<file path="config.mk">
export PLATFORM = sky130hd
export DESIGN_NAME = fpnew_opgroup_result_fifo
export DESIGN_NICKNAME = d
export VERILOG_FILES = /design/src/rtl/fpnew_opgroup_result_fifo.sv
export SDC_FILE = /design/constraint.sdc
export NUM_CORES = 1
export LEC_CHECK = 0
export BUFFER_PORTS_ARGS = -buffer_cell sky130_fd_sc_hd__buf_2
export CORE_UTILIZATION = 35
export CTS_BUF_LIST = sky130_fd_sc_hd__clkbuf_4 sky130_fd_sc_hd__clkbuf_8
export DETAILED_ROUTE_END_ITERATION = 10
export GPL_TIMING_DRIVEN = 0
export HOLD_SLACK_MARGIN = 0.15
export PLACE_DENSITY = 0.54
export SYNTH_ARGS = -nofsm -noshare
export SYNTH_HDL_FRONTEND = slang
export SYNTH_SLANG_ARGS = --single-unit
</file>
<file path="constraint.sdc">
create_clock -name clk_i -period 2.4 [get_ports clk_i]
set_clock_uncertainty 0.2 [all_clocks]
set_input_delay 0.36 -clock clk_i [delete_from_list [all_inputs] [get_ports clk_i]]
set_output_delay 0.36 -clock clk_i [all_outputs]
set_load 0.01 [all_outputs]
</file>
<file path="src/rtl/fpnew_opgroup_result_fifo.sv">
// fpnew_opgroup_result_fifo
//
// Output buffer placed directly after an operation group. It accepts the
// group's result stream (result, status, extension bit, tag) into a
// Depth-entry FIFO. A stalled downstream consumer therefore does not stall
// the group's pipeline straight away. It also keeps a sticky OR of the
// status flags of every entry it hands downstream.
//
// Ports:
//   clk_i, rst_i          clock, asynchronous active-high reset
//   flush_i               synchronous flush, drops all buffered entries
//   result_i, status_i,
//   extension_bit_i,
//   tag_i                 incoming entry fields
//   in_valid_i/in_ready_o upstream handshake
//   result_o, status_o,
//   extension_bit_o,
//   tag_o                 head entry fields
//   out_valid_o/out_ready_i downstream handshake
//   fflags_o              sticky OR of popped status flags
//   fflags_clr_i          clears the sticky flags
//   count_o               number of buffered entries
//   busy_o                at least one entry buffered
module fpnew_opgroup_result_fifo #(
  parameter int unsigned Width    = 32,
  parameter int unsigned Depth    = 4,
  parameter int unsigned TagWidth = 1,
  localparam int unsigned CntW    = $clog2(Depth + 1)
) (
  input  logic                clk_i,
  input  logic                rst_i,
  input  logic                flush_i,
  input  logic [Width-1:0]    result_i,
  input  logic [4:0]          status_i,
  input  logic                extension_bit_i,
  input  logic [TagWidth-1:0] tag_i,
  input  logic                in_valid_i,
  output logic                in_ready_o,
  output logic [Width-1:0]    result_o,
  output logic [4:0]          status_o,
  output logic                extension_bit_o,
  output logic [TagWidth-1:0] tag_o,
  output logic                out_valid_o,
  input  logic                out_ready_i,
  output logic [4:0]          fflags_o,
  input  logic                fflags_clr_i,
  output logic [CntW-1:0]     count_o,
  output logic                busy_o
);

  // Depth = 1 still needs a one-bit pointer so the declarations stay legal.
  localparam int unsigned    PtrW    = (Depth > 1) ? $clog2(Depth) : 1;
  localparam logic [PtrW-1:0] LastPtr = PtrW'(Depth - 1);
  localparam logic [CntW-1:0] FullCnt = CntW'(Depth);

  typedef struct packed {
    logic [Width-1:0]    result;
    logic [4:0]          status;
    logic                ext_bit;
    logic [TagWidth-1:0] tag;
  } entry_t;

  entry_t          mem_q [Depth];
  logic [PtrW-1:0] wptr_q;
  logic [PtrW-1:0] rptr_q;
  logic [CntW-1:0] cnt_q;
  logic [4:0]      fflags_q;
  logic            push;
  logic            pop;
  entry_t          head;

  // Ready is based only on occupancy and flush, so the input side never
  // waits combinationally on the downstream ready. A pop frees the slot
  // for the next cycle, not the current one.
  assign in_ready_o  = (cnt_q != FullCnt) && !flush_i;
  assign out_valid_o = (cnt_q != '0);
  assign push        = in_valid_i && in_ready_o;
  assign pop         = out_valid_o && out_ready_i;

  assign head            = mem_q[rptr_q];
  assign result_o        = head.result;
  assign status_o        = head.status;
  assign extension_bit_o = head.ext_bit;
  assign tag_o           = head.tag;
  assign fflags_o        = fflags_q;
  assign count_o         = cnt_q;
  assign busy_o          = out_valid_o;

  // Storage is not reset. Entries are only visible through cnt, so stale
  // contents never leak out.
  always_ff @(posedge clk_i) begin
    if (push) begin
      mem_q[wptr_q] <= {result_i, status_i, extension_bit_i, tag_i};
    end
  end

  // Pointers and occupancy. The pointers wrap explicitly at Depth-1 so
  // that a Depth that is not a power of two works. A simultaneous push and
  // pop leaves the count unchanged.
  always_ff @(posedge clk_i or posedge rst_i) begin
    if (rst_i) begin
      wptr_q <= '0;
      rptr_q <= '0;
      cnt_q  <= '0;
    end else if (flush_i) begin
      wptr_q <= '0;
      rptr_q <= '0;
      cnt_q  <= '0;
    end else begin
      if (push) begin
        wptr_q <= (wptr_q == LastPtr) ? '0 : wptr_q + PtrW'(1);
      end
      if (pop) begin
        rptr_q <= (rptr_q == LastPtr) ? '0 : rptr_q + PtrW'(1);
      end
      case ({push, pop})
        2'b10:   cnt_q <= cnt_q + CntW'(1);
        2'b01:   cnt_q <= cnt_q - CntW'(1);
        default: cnt_q <= cnt_q;
      endcase
    end
  end

  // Sticky exception flags. The clear acts on the old value only, so a pop
  // in the same cycle as a clear still contributes its flags. An entry
  // popped while flushing is discarded and does not contribute.
  always_ff @(posedge clk_i or posedge rst_i) begin
    if (rst_i) begin
      fflags_q <= '0;
    end else begin
      fflags_q <= (fflags_clr_i ? 5'b0 : fflags_q)
                | ((pop && !flush_i) ? head.status : 5'b0);
    end
  end

endmodule

</file>
==> results of run 1 <==
worst max-delay path by stage:
stage	from	endpoint
finish	rptr_q[0]$_DFFE_PP0P_	result_o[20]
global route	rptr_q[0]$_DFFE_PP0P_	result_o[20]
CTS	rptr_q[0]$_DFFE_PP0P_	result_o[20]
detailed placement	count_o[0]$_DFFE_PP0P_	mem_q[2][26]$_DFFE_PP_
global placement	count_o[0]$_DFFE_PP0P_	mem_q[2][23]$_DFFE_PP_
floorplan	count_o[0]$_DFFE_PP0P_	count_o[2]$_DFFE_PP0P_
worst max-delay path, delay by kind of cell, from the launching register on:
kind / cells / cell delay [ns]
buffers and inverters: 4 / 0.53
muxes: 1 / 0.53
DFF: 1 / 0.41
power groups by stage:
stage / Sequential (mW) / Clock, mW / Combinational (mW)
after floorplan: 3.54 / 0 / 1.02
after global placement: 3.53 / 0 / 1.57
after detailed placement: 3.54 / 0 / 1.58
after CTS: 3.48 / 1.92 / 2.22
after global routing: 3.51 / 2.03 / 2.34
final: 3.49 / 1.86 / 2.17
per-layer routing:
| layer | up-vias | global-route usage [%] |
|---|---|---|
| met5 | - | 0 |
| met4 | 0 | 5.31 |
| met3 | 10 | 4.00 |
| met2 | 83 | 24.0 |
| met1 | 1647 | 17.5 |
| li1 | 1478 | - |
timing repair:
item                                    4_1_cts  5_1_grt
endpoints found under the setup margin      192       36
buffers inserted                             10        3
hold endpoints to repair                    178        0
hold buffers                                 44        0
gates cloned                                  3        0
pin swaps                                     0        2
gates resized for setup                      55       12
final cells by class:
class / instances / area, um2 / share of cell area (%)
repair buffers: 152 / 1300 / 15.5
clock inverters: 13 / 123 / 1.46
plain buffers: 11 / 134 / 1.60
flip-flops and latches: 168 / 4990 / 59.6
well taps: 225 / 282 / 3.36
clock buffers: 19 / 249 / 2.97
inverters: 8 / 30.0 / 0.359
multi-input cells: 91 / 1260 / 15.1
logic make-up after synthesis:
kind of cell             synth area share, %
flip-flops                              78.5
multiplexers                            14.2
AND/OR/NAND/NOR                         2.17
buffers and inverters                   1.77
AO/OA/AOI/OAI                           1.65
adder cells (fa/ha/maj)                 1.10
XOR/XNOR                               0.670
sequential cells by signal, indices dropped and copies added (netlist names):
name      flops
count_o       3
rptr_q        2
wptr_q        2
mem_q       156
fflags_o      5
cell usage in the layout (no fill, tap or decap), types with 2 or more instances in the layout:
cell | Yosys | routed
sky130_fd_sc_hd__clkinvlp_4 | 0 | 3
sky130_fd_sc_hd__buf_2 | 6 | 63
sky130_fd_sc_hd__inv_1 | 8 | 8
sky130_fd_sc_hd__dfrtp_1 | 12 | 9
sky130_fd_sc_hd__clkbuf_4 | 0 | 2
sky130_fd_sc_hd__o31ai_1 | 2 | 2
sky130_fd_sc_hd__a21oi_1 | 2 | 2
sky130_fd_sc_hd__clkbuf_8 | 0 | 17
sky130_fd_sc_hd__and2_4 | 0 | 4
sky130_fd_sc_hd__edfxtp_1 | 156 | 156
sky130_fd_sc_hd__clkinv_4 | 0 | 5
sky130_fd_sc_hd__nand2_1 | 8 | 8
sky130_fd_sc_hd__nor2_1 | 6 | 6
sky130_fd_sc_hd__inv_6 | 0 | 2
sky130_fd_sc_hd__nand3_1 | 2 | 2
sky130_fd_sc_hd__nand2b_1 | 3 | 3
sky130_fd_sc_hd__buf_12 | 0 | 8
sky130_fd_sc_hd__buf_4 | 2 | 9
sky130_fd_sc_hd__mux4_2 | 39 | 39
sky130_fd_sc_hd__o21ai_1 | 5 | 5
sky130_fd_sc_hd__dfrtp_2 | 0 | 3
sky130_fd_sc_hd__xor2_1 | 2 | 2
sky130_fd_sc_hd__ha_1 | 4 | 4
sky130_fd_sc_hd__dlygate4sd3_1 | 0 | 44
sky130_fd_sc_hd__buf_6 | 3 | 36
==> results.sh, run 1 <==
export IMPL_dieArea_mm2=0.0187
export IMPL_antenna_violations_before_repair=0
export IMPL_crit_type="register to primary output"
export IMPL_power_switching_mw=2.02
export IMPL_finalHoldViolCount=0
export IMPL_synthesis_warnings=0
export IMPL_placeableCoreArea_mm2=0.0175
export IMPL_critical_path_required_ns=1.84
export IMPL_synth_sequential_area_ratio_pct=78.5
export IMPL_synthesis_area_mm2=0.00635
export IMPL_synthesis_nets=329
export IMPL_num_fill_cells=1519
export IMPL_topRoutingLayerUsed="met4"
export IMPL_detailedPlace_worstSlack_ns=-0.230
export IMPL_wl_met1_um=5030
export IMPL_floorplan_initialDensity_pct=36.2
export IMPL_fmax_mhz=404
export IMPL_row_count=48
export IMPL_cts_inserted_buffers=17
export IMPL_rsz0062_at_grt="true"
export IMPL_critPathLaunchType="register"
export IMPL_firstDrtPassIters=4
export IMPL_reg2reg_setup_slack_ns=0.17
export IMPL_drt_drc_violations_left=0
export IMPL_power_sequential_fraction_pct=46.4
export IMPL_p_per_area_mw_per_mm2=897
export IMPL_htree_num_levels=4
export IMPL_maxCapViolations=0
export IMPL_clock_path_buffers=2
export IMPL_post_synth_inst_count=279
export IMPL_dpl_hpwl_um=6910
export IMPL_clock_share_of_power_pct=24.7
export IMPL_number_of_storage_elements_in_the_synthesis_netlist=168
export IMPL_power_static_leakage_nw=2.92
export IMPL_met3_length_um=555
export IMPL_die_outline_height_um=137
export IMPL_pin_count_of_the_biggest_net_entering_global_routing=40
export IMPL_global_route_overflow_total=0
export IMPL_failed_checks="negative setup slack"
export IMPL_hold_path_endpoint="rptr_q[0]$_DFFE_PP0P_"
export IMPL_met2WireLength_um=6300
export IMPL_critPathMaxFanout=7
export IMPL_r2r_start="count_o[2]$_DFFE_PP0P_"
export IMPL_min_delay_start="flush_i"
export IMPL_min_delay_path_class="input port to register"
export IMPL_dr_total_vias=3218
export IMPL_drt_wl_total_um=12000
export IMPL_finalSetupTns_ns=-0.479
export IMPL_synth_cell_type_count=32
export IMPL_post_synth_top_count_cell="sky130_fd_sc_hd__edfxtp_1"
export IMPL_hold_path_depth=3
export IMPL_tritoncts="done"
export IMPL_n_antenna_cell=0
export IMPL_floorplan_io_pins=95
export IMPL_signal_arrival_time_at_the_worst_endpoint_ns=1.92
export IMPL_post_route_period_util_pct=103
export IMPL_drt_first_iter_violations=129
export IMPL_post_synth_main_area_contributors="sky130_fd_sc_hd__edfxtp_1 74%, sky130_fd_sc_hd__mux4_2 14%, sky130_fd_sc_hd__dfrtp_1 4.7%"
export IMPL_result_of_the_run="complete, but fails checks"
export IMPL_total_power_mw=7.51
export IMPL_flip_flop_cell_with_the_highest_count_after_synthesis="sky130_fd_sc_hd__edfxtp_1"
export IMPL_r2r_worst_path_cells=8
export IMPL_placedCellCount=598
export IMPL_vdd_ir_drop_worst_mv=0.493
export IMPL_critical_path_most_common_cell="sky130_fd_sc_hd__buf_12"
export IMPL_syn_to_final_growth_pct=31.8
export IMPL_global_route_wire_length_before_repair_um=19000
export IMPL_clock_latency_ns=0.44
export IMPL_drv_slew=0
export IMPL_post_drt_via_cell_ratio=4.68
export IMPL_cts_num_sinks=168
export IMPL_finish_utilization_pct=47.7
export IMPL_clk_transition_reported_paths_ns=0.08
export IMPL_critical_register_to_register_path_endpoint="count_o[2]$_DFFE_PP0P_"
export IMPL_global_route_usage_total_pct=14.3
export IMPL_fin_nets=499
export IMPL_yosysTopAreaCellShare_pct=73.7
export IMPL_crit_slowest_cell="sky130_fd_sc_hd__mux4_2"
export IMPL_critPathCaptureType="primary output"
export IMPL_finalWorstPathRequiredPeriod_ns=2.48
export IMPL_cp_cell_sequence="buf_12 -> buf_12 -> buf_12 -> mux4_2 -> buf_6"
export IMPL_most_frequent_cells_after_synthesis="156 x sky130_fd_sc_hd__edfxtp_1, 39 x sky130_fd_sc_hd__mux4_2, 12 x sky130_fd_sc_hd__dfrtp_1"
export IMPL_die_width_um=137
export IMPL_final_hold_worst_slack_ns=0.225
export IMPL_fin_cells=687
export IMPL_ys_async_sr_fraction_pct=7.14
export IMPL_timing_slew_headroom_pct=57.1
export IMPL_timing_final_ws_setup_ns=-0.0755
export IMPL_synth_edff_count=156
export IMPL_via_count_of_the_first_global_routing_pass=3470
export IMPL_synth_top_cell_by_area="sky130_fd_sc_hd__edfxtp_1"
export IMPL_worst_slew_pin_slew_ns=0.644
export IMPL_internal_power_mw=5.49
export IMPL_combPwrFrac_pct=28.9
export IMPL_finalInstanceArea_mm2=0.00837
export IMPL_biggest_cell_delay_along_the_critical_path_ns=0.53
export IMPL_report_final_setup_viol=10
export IMPL_gp_routability_congestion=0.697
export IMPL_cts_root_buf="sky130_fd_sc_hd__clkbuf_8"
export IMPL_placed_area_mm2=0.00711
export IMPL_post_drt_antenna_nets=0
export IMPL_syn_area_per_cell_um2=22.8
export IMPL_wl_per_cell_um=17.5
export IMPL_switching_share_pct=26.8
export IMPL_port_buffer_count=94
export IMPL_drive_gt1_share_pct=43.1
Power figures use the tool's default switching activity.
==> run 2, diff against run 1 <==
--- a/config.mk
+++ b/config.mk
@@ -5,13 +5,14 @@
 export SDC_FILE = /design/constraint.sdc
 export NUM_CORES = 1
 export LEC_CHECK = 0
+export ABC_AREA = 1
 export BUFFER_PORTS_ARGS = -buffer_cell sky130_fd_sc_hd__buf_2
 export CORE_UTILIZATION = 35
 export CTS_BUF_LIST = sky130_fd_sc_hd__clkbuf_4 sky130_fd_sc_hd__clkbuf_8
 export DETAILED_ROUTE_END_ITERATION = 10
 export GPL_TIMING_DRIVEN = 0
 export HOLD_SLACK_MARGIN = 0.15
-export PLACE_DENSITY = 0.54
+export PLACE_DENSITY_LB_ADDON = 0.15
 export SYNTH_ARGS = -nofsm -noshare
 export SYNTH_HDL_FRONTEND = slang
 export SYNTH_SLANG_ARGS = --single-unit
==> run 2 against run 1 <==
  * The run ends with design-rule violations left
  * Largest cell class unchanged
  * Non-clock buffer count increased by 10
  * Sequential share of layout area decreased by 0.62 points
  * Critical path depth increased by 1
  * Wire length increased by 29%
  * Core utilization decreased by 0.97 points
  * First-iteration DRC count increased by 110%
  * Highest routed layer unchanged
  * Die area increased by 2.4%
==> results.sh, run 2 <==
export IMPL_post_synth_inst_count=464
export IMPL_synth_top_family_by_area="compound AO/OA/AOI/OAI gates"
export IMPL_critical_register_to_register_path_endpoint="mem_q[1][8]$_DFFE_PP_"
export IMPL_rsz0062_at_grt="true"
export IMPL_tritoncts="done"
export IMPL_min_delay_start="flush_i"
export IMPL_gp_routability_congestion=0.742
export IMPL_cts_root_buf="sky130_fd_sc_hd__clkbuf_8"
export IMPL_r2r_worst_path_cells=5
export IMPL_placeableCoreArea_mm2=0.0181
export IMPL_critPathLaunchType="register"
export IMPL_yosysTopAreaCellShare_pct=72.0
export IMPL_firstDrtPassIters=7
export IMPL_post_synth_main_area_contributors="sky130_fd_sc_hd__edfxtp_1 72%, sky130_fd_sc_hd__o21ai_0 4.8%, sky130_fd_sc_hd__nor2_1 4.8%"
export IMPL_r2r_start="count_o[1]$_DFFE_PP0P_"
export IMPL_num_fill_cells=1640
export IMPL_ys_async_sr_fraction_pct=7.14
export IMPL_port_buffer_count=94
export IMPL_layout_commonest_cell="sky130_fd_sc_hd__edfxtp_1"
export IMPL_hold_path_endpoint="wptr_q[0]$_DFFE_PP0P_"
export IMPL_post_synth_top_count_cell="sky130_fd_sc_hd__edfxtp_1"
export IMPL_result_of_the_run="complete, but fails checks"
export IMPL_dpl_hpwl_um=9500
export IMPL_largest_reg_flops=156
export IMPL_synth_edff_count=156
export IMPL_finalInstanceArea_mm2=0.00846
export IMPL_syn_to_final_growth_pct=29.9
export IMPL_finalWorstPathRequiredPeriod_ns=2.34
export IMPL_min_delay_path_class="input port to register"
export IMPL_htree_num_levels=4
export IMPL_synth_cell_type_count=27
export IMPL_post_drt_via_cell_ratio=4.91
export IMPL_syn_area_per_cell_um2=14.0
export IMPL_clock_path_buffers=2
export IMPL_flip_flop_cell_with_the_highest_count_after_synthesis="sky130_fd_sc_hd__edfxtp_1"
export IMPL_synthesis_area_mm2=0.00651
export IMPL_reg2reg_setup_slack_ns=0.15
export IMPL_drv_slew=0
export IMPL_drt_wl_total_um=15500
export IMPL_synth_top_cell_by_area="sky130_fd_sc_hd__edfxtp_1"
export IMPL_timing_final_ws_setup_ns=0.0570
export IMPL_final_cell_mix="156 x sky130_fd_sc_hd__edfxtp_1, 95 x sky130_fd_sc_hd__buf_2, 79 x sky130_fd_sc_hd__nor2_1, 62 x sky130_fd_sc_hd__o21ai_0, 47 x sky130_fd_sc_hd__dlygate4sd3_1"
export IMPL_die_width_um=138
export IMPL_synth_compound_gate_area_share_pct=11.2
export IMPL_total_power_mw=7.93
export IMPL_synth_sequential_area_ratio_pct=76.6
export IMPL_floorplan_initialDensity_pct=36.0
export IMPL_p_per_area_mw_per_mm2=938
export IMPL_dieArea_mm2=0.0191
export IMPL_drive_gt1_share_pct=29.1
export IMPL_drt_first_iter_violations=268
export IMPL_post_synth_xor_area_fraction_pct=0.135
export IMPL_cts_inserted_buffers=17
export IMPL_dr_total_vias=4288
export IMPL_global_route_wire_length_before_repair_um=24000
export IMPL_finalHoldViolCount=0
export IMPL_vdd_ir_drop_worst_mv=0.406
export IMPL_synthesis_warnings=0
export IMPL_clk_transition_reported_paths_ns=0.09
export IMPL_power_static_leakage_nw=3.12
export IMPL_crit_type="register to primary output"
export IMPL_antenna_violations_before_repair=1
export IMPL_global_route_usage_total_pct=16.9
export IMPL_report_final_setup_viol=0
export IMPL_row_count=49
export IMPL_cts_num_sinks=168
export IMPL_critical_path_required_ns=1.84
export IMPL_placed_area_mm2=0.00738
export IMPL_post_route_period_util_pct=97.6
export IMPL_global_route_overflow_total=0
export IMPL_wl_per_cell_um=17.7
export IMPL_pin_count_of_the_biggest_net_entering_global_routing=25
export IMPL_fmax_mhz=427
export IMPL_largest_register="mem_q"
export IMPL_yosys_mux_area_fraction_pct=0
export IMPL_synthesis_nets=514
export IMPL_number_of_storage_elements_in_the_synthesis_netlist=168
export IMPL_timing_slew_headroom_pct=42.5
export IMPL_clock_latency_ns=0.47
export IMPL_simple_logic_cell_fraction_of_the_synthesized_area_pct=7.34
export IMPL_critPathMaxFanout=10
export IMPL_synth_adder_area_share_pct=1.08
export IMPL_maxCapViolations=0
export IMPL_critPathCaptureType="primary output"
export IMPL_post_drt_antenna_nets=0
export IMPL_drt_drc_violations_left=14
export IMPL_via_count_of_the_first_global_routing_pass=4288
export IMPL_worst_slew_pin_slew_ns=0.861
export IMPL_hold_path_depth=4
export IMPL_failed_checks="design-rule violations"
export IMPL_signal_arrival_time_at_the_worst_endpoint_ns=1.78
export IMPL_floorplan_io_pins=95
export IMPL_fin_nets=680
export IMPL_die_outline_height_um=138
export IMPL_most_frequent_cells_after_synthesis="156 x sky130_fd_sc_hd__edfxtp_1, 83 x sky130_fd_sc_hd__nor2_1, 63 x sky130_fd_sc_hd__o21ai_0"
export IMPL_detailedPlace_worstSlack_ns=0.0231
## run 2: cell types whose count changed after synthesis, moves of 7 or more
| cell | previous run | this run |
|---|---|---|
| sky130_fd_sc_hd__o21ai_1 | 5 | 22 |
| sky130_fd_sc_hd__nor2_1 | 6 | 83 |
| sky130_fd_sc_hd__inv_1 | 8 | 15 |
| sky130_fd_sc_hd__o22ai_1 | 0 | 34 |
| sky130_fd_sc_hd__clkbuf_1 | 1 | 8 |
| sky130_fd_sc_hd__nand2_1 | 8 | 19 |
| sky130_fd_sc_hd__o21ai_0 | 0 | 63 |
| sky130_fd_sc_hd__mux4_2 | 39 | 0 |
## run 2: critical path: stages, from the launching register on
cell and delay, ns:
sky130_fd_sc_hd__dfrtp_2 0.47, sky130_fd_sc_hd__inv_4 0.10, sky130_fd_sc_hd__buf_6 0.15, sky130_fd_sc_hd__buf_6 0.16
sky130_fd_sc_hd__o21ai_0 0.10, sky130_fd_sc_hd__o22ai_1 0.16, sky130_fd_sc_hd__buf_2 0.17
## run 2: worst max-delay path by stage
stage                                 from                     end  slack [ns]  cells after the start
floorplan           count_o[0]$_DFFE_PP0P_   mem_q[0][0]$_DFFE_PP_       -0.02                      4
global placement                   flush_i  mem_q[0][14]$_DFFE_PP_       -1.14                      4
detailed placement                 flush_i  mem_q[1][14]$_DFFE_PP_        0.02                      5
CTS                  rptr_q[1]$_DFFE_PP0P_            result_o[25]       0.008                      6
global route         rptr_q[0]$_DFFE_PP0P_            result_o[26]       -0.03                      7
finish               rptr_q[1]$_DFFE_PP0P_            result_o[25]        0.06                      6
## run 2: report_power, final
group	switching [mW]	internal [mW]	total [mW]
registers	0.105	3.53	3.63
clock network	1.06	0.835	1.89
logic	1.43	0.974	2.40
## run 2: cell type report
type                       count  area (um2)  area share [%]
inverter                      20         101            1.20
clock inverter                14         126            1.49
buffer                        26         304            3.59
tap                          229         287            3.39
timing repair buffer         147        1060            12.5
clock buffer                  18         241            2.86
antenna                        1        2.50          0.0296
sequential                   168        4990            59.0
multi-input combinational    250        1350            16.0
## run 2: kinds of logic (layout without fill, tap and decap cells)
group / count (synthesis) / count (layout)
AO/OA/AOI/OAI: 129 / 129
XOR/XNOR: 1 / 1
adder cells (fa/ha/maj): 5 / 5
buffers and inverters: 46 / 225
flip-flops: 168 / 168
other: 0 / 1
AND/OR/NAND/NOR: 115 / 115
## run 2: metrics by stage
step,hold WS (ns),std cells,utilization (%),TNS [ns]
2_1_floorplan,0.0247,464,-,-3.82
3_3_place_gp,0.205,787,40.2,-165.05
3_5_place_dp,0.217,791,40.8,0
4_1_cts,0.171,870,46.3,0
5_1_grt,0.182,873,46.8,-0.0840
6_report,0.194,873,46.8,0
## run 2: per-layer routing
metal,wire (um),GRT usage [%]
met5,0,0
met4,255,7.21
met3,673,3.81
met2,7710,28.7
met1,6840,20.7
## run 2: repair_timing
action                                 4_1_cts  5_1_grt
buffers inserted                             0        2
endpoints found under the hold margin      179        0
pin swaps                                    5        9
resized for setup                           49       19
setup endpoints to repair                   34       61
hold buffers                                47        0
==> run 3, diff against run 2 <==
--- a/config.mk
+++ b/config.mk
@@ -7,6 +7,7 @@
 export LEC_CHECK = 0
 export ABC_AREA = 1
 export BUFFER_PORTS_ARGS = -buffer_cell sky130_fd_sc_hd__buf_2
+export CORE_ASPECT_RATIO = 0.8
 export CORE_UTILIZATION = 35
 export CTS_BUF_LIST = sky130_fd_sc_hd__clkbuf_4 sky130_fd_sc_hd__clkbuf_8
 export DETAILED_ROUTE_END_ITERATION = 10
==> run 3 against run 2 <==
  * The run now ends clean
  * Combinational power barely moved
  * Hold slack worse by 0.022 ns
  * Register-to-register slack improved by 0.05 ns
  * Critical endpoint is now result_o[16]
==> results.sh, run 3 (synthesis gave the netlist of run 2 again) <==
export IMPL_layout_commonest_cell="sky130_fd_sc_hd__edfxtp_1"
export IMPL_die_width_um=154
export IMPL_finish_utilization_pct=46.9
export IMPL_drt_first_iter_violations=164
export IMPL_gp_routability_congestion=0.719
export IMPL_placeableCoreArea_mm2=0.0182
export IMPL_floorplan_io_pins=95
export IMPL_num_fill_cells=1639
export IMPL_cts_root_buf="sky130_fd_sc_hd__clkbuf_8"
export IMPL_drive_gt1_share_pct=29.3
export IMPL_placed_area_mm2=0.00739
export IMPL_rsz0062_at_grt="true"
export IMPL_min_delay_path_class="input port to register"
export IMPL_post_drt_antenna_nets=0
export IMPL_global_route_wire_length_before_repair_um=23800
export IMPL_post_route_period_util_pct=96.5
export IMPL_critical_path_required_ns=1.84
export IMPL_global_route_overflow_total=0
export IMPL_via_count_of_the_first_global_routing_pass=4311
export IMPL_maxCapViolations=0
export IMPL_total_power_mw=8.09
export IMPL_row_count=44
export IMPL_finalWorstPathRequiredPeriod_ns=2.31
export IMPL_syn_to_final_growth_pct=30.8
export IMPL_largest_register="mem_q"
export IMPL_report_final_setup_viol=0
export IMPL_critPathCaptureType="primary output"
export IMPL_pin_count_of_the_biggest_net_entering_global_routing=28
export IMPL_final_cell_mix="156 x sky130_fd_sc_hd__edfxtp_1, 95 x sky130_fd_sc_hd__buf_2, 77 x sky130_fd_sc_hd__nor2_1, 60 x sky130_fd_sc_hd__o21ai_0, 47 x sky130_fd_sc_hd__dlygate4sd3_1"
export IMPL_global_route_usage_total_pct=17.1
export IMPL_wl_per_cell_um=18.0
export IMPL_dpl_hpwl_um=9650
export IMPL_die_outline_height_um=124
export IMPL_worst_slew_pin_slew_ns=0.730
export IMPL_cts_num_sinks=168
export IMPL_result_of_the_run="completed"
export IMPL_clock_latency_ns=0.45
export IMPL_power_static_leakage_nw=3.14
export IMPL_firstDrtPassIters=4
export IMPL_finalHoldViolCount=0
export IMPL_cts_inserted_buffers=17
export IMPL_drv_slew=0
export IMPL_clock_path_buffers=2
export IMPL_critPathLaunchType="register"
export IMPL_port_buffer_count=94
export IMPL_crit_type="register to primary output"
export IMPL_post_drt_via_cell_ratio=4.85
export IMPL_drt_wl_total_um=15700
export IMPL_n_antenna_cell=0
export IMPL_floorplan_initialDensity_pct=35.8
export IMPL_drt_drc_violations_left=0
export IMPL_dieArea_mm2=0.0192
export IMPL_fmax_mhz=432
export IMPL_clk_transition_reported_paths_ns=0.10
export IMPL_final_hold_worst_slack_ns=0.172
export IMPL_tritoncts="done"
export IMPL_vdd_ir_drop_worst_mv=0.503
export IMPL_timing_slew_headroom_pct=51.3
export IMPL_htree_num_levels=4
export IMPL_critPathMaxFanout=10
export IMPL_largest_reg_flops=156
export IMPL_dr_total_vias=4241
export IMPL_fin_nets=681
export IMPL_signal_arrival_time_at_the_worst_endpoint_ns=1.75
export IMPL_antenna_violations_before_repair=0
export IMPL_finalSetupTns_ns=0
export IMPL_finalInstanceArea_mm2=0.00851
export IMPL_p_per_area_mw_per_mm2=950
## run 3: routing by layer
layer / share of wire (%) / GRT usage, % / up-vias / wire [um]
li1: - / - / 2046 / -
met1: 47 / 22.6 / 2088 / 7430
met2: 48 / 28.3 / 105 / 7490
met3: 4.9 / 5.11 / 2 / 767
met4: 0.31 / 3.40 / 0 / 49
met5: 0 / 0 / - / 0
## run 3: cell type report
type	count	area (um2)	area share (%)
inverter	20	101	1.19
timing repair buffer	148	1080	12.6
tap	230	288	3.38
sequential	168	4990	58.6
clock inverter	14	154	1.81
buffer	25	290	3.41
multi-input combinational	251	1380	16.2
clock buffer	18	241	2.84
## run 3: final timing paths
kind / start / end / slack, ns / cells past startpoint
setup / recovery: rptr_q[1]$_DFFE_PP0P_ / result_o[16] / 0.09 / 5
hold / removal: flush_i / count_o[1]$_DFFE_PP0P_ / 0.17 / 4
setup reg to reg: count_o[0]$_DFFE_PP0P_ / count_o[2]$_DFFE_PP0P_ / 0.20 / 12
hold reg to reg: fflags_o[4]$_DFF_PP0_ / fflags_o[4]$_DFF_PP0_ / 0.31 / 2
max in group asynchronous: rst_i / rptr_q[1]$_DFFE_PP0P_ / 1.36 / 3
min in group asynchronous: rst_i / count_o[1]$_DFFE_PP0P_ / 0.26 / 3
## run 3: through the flow
stage | setup WS, ns | std cells
floorplan | -0.0245 | 464
global placement | -1.07 | 788
detailed placement | 0.0194 | 792
CTS | 0.00168 | 873
global route | -0.0101 | 874
finish | 0.0851 | 874
## run 3: worst max-delay path, stage by stage, from the launching register on
cell and delay (ns):
sky130_fd_sc_hd__dfrtp_2 0.46, sky130_fd_sc_hd__inv_4 0.10, sky130_fd_sc_hd__clkbuf_2 0.26, sky130_fd_sc_hd__o21ai_0 0.17
sky130_fd_sc_hd__o22ai_2 0.16, sky130_fd_sc_hd__buf_2 0.16
## run 3: what timing repair did
item                                    CTS  global route
setup buffers                             2             1
cloned                                    0             1
hold endpoints to repair                178             0
gates resized for setup                  41            30
pin swaps                                 2             5
endpoints found under the setup margin   33            51
hold buffers                             47             0
## run 3: where the power goes
part           switching [mW]  internal, mW
Clock                   0.993          1.03
Sequential              0.106          3.53
Combinational            1.45         0.984
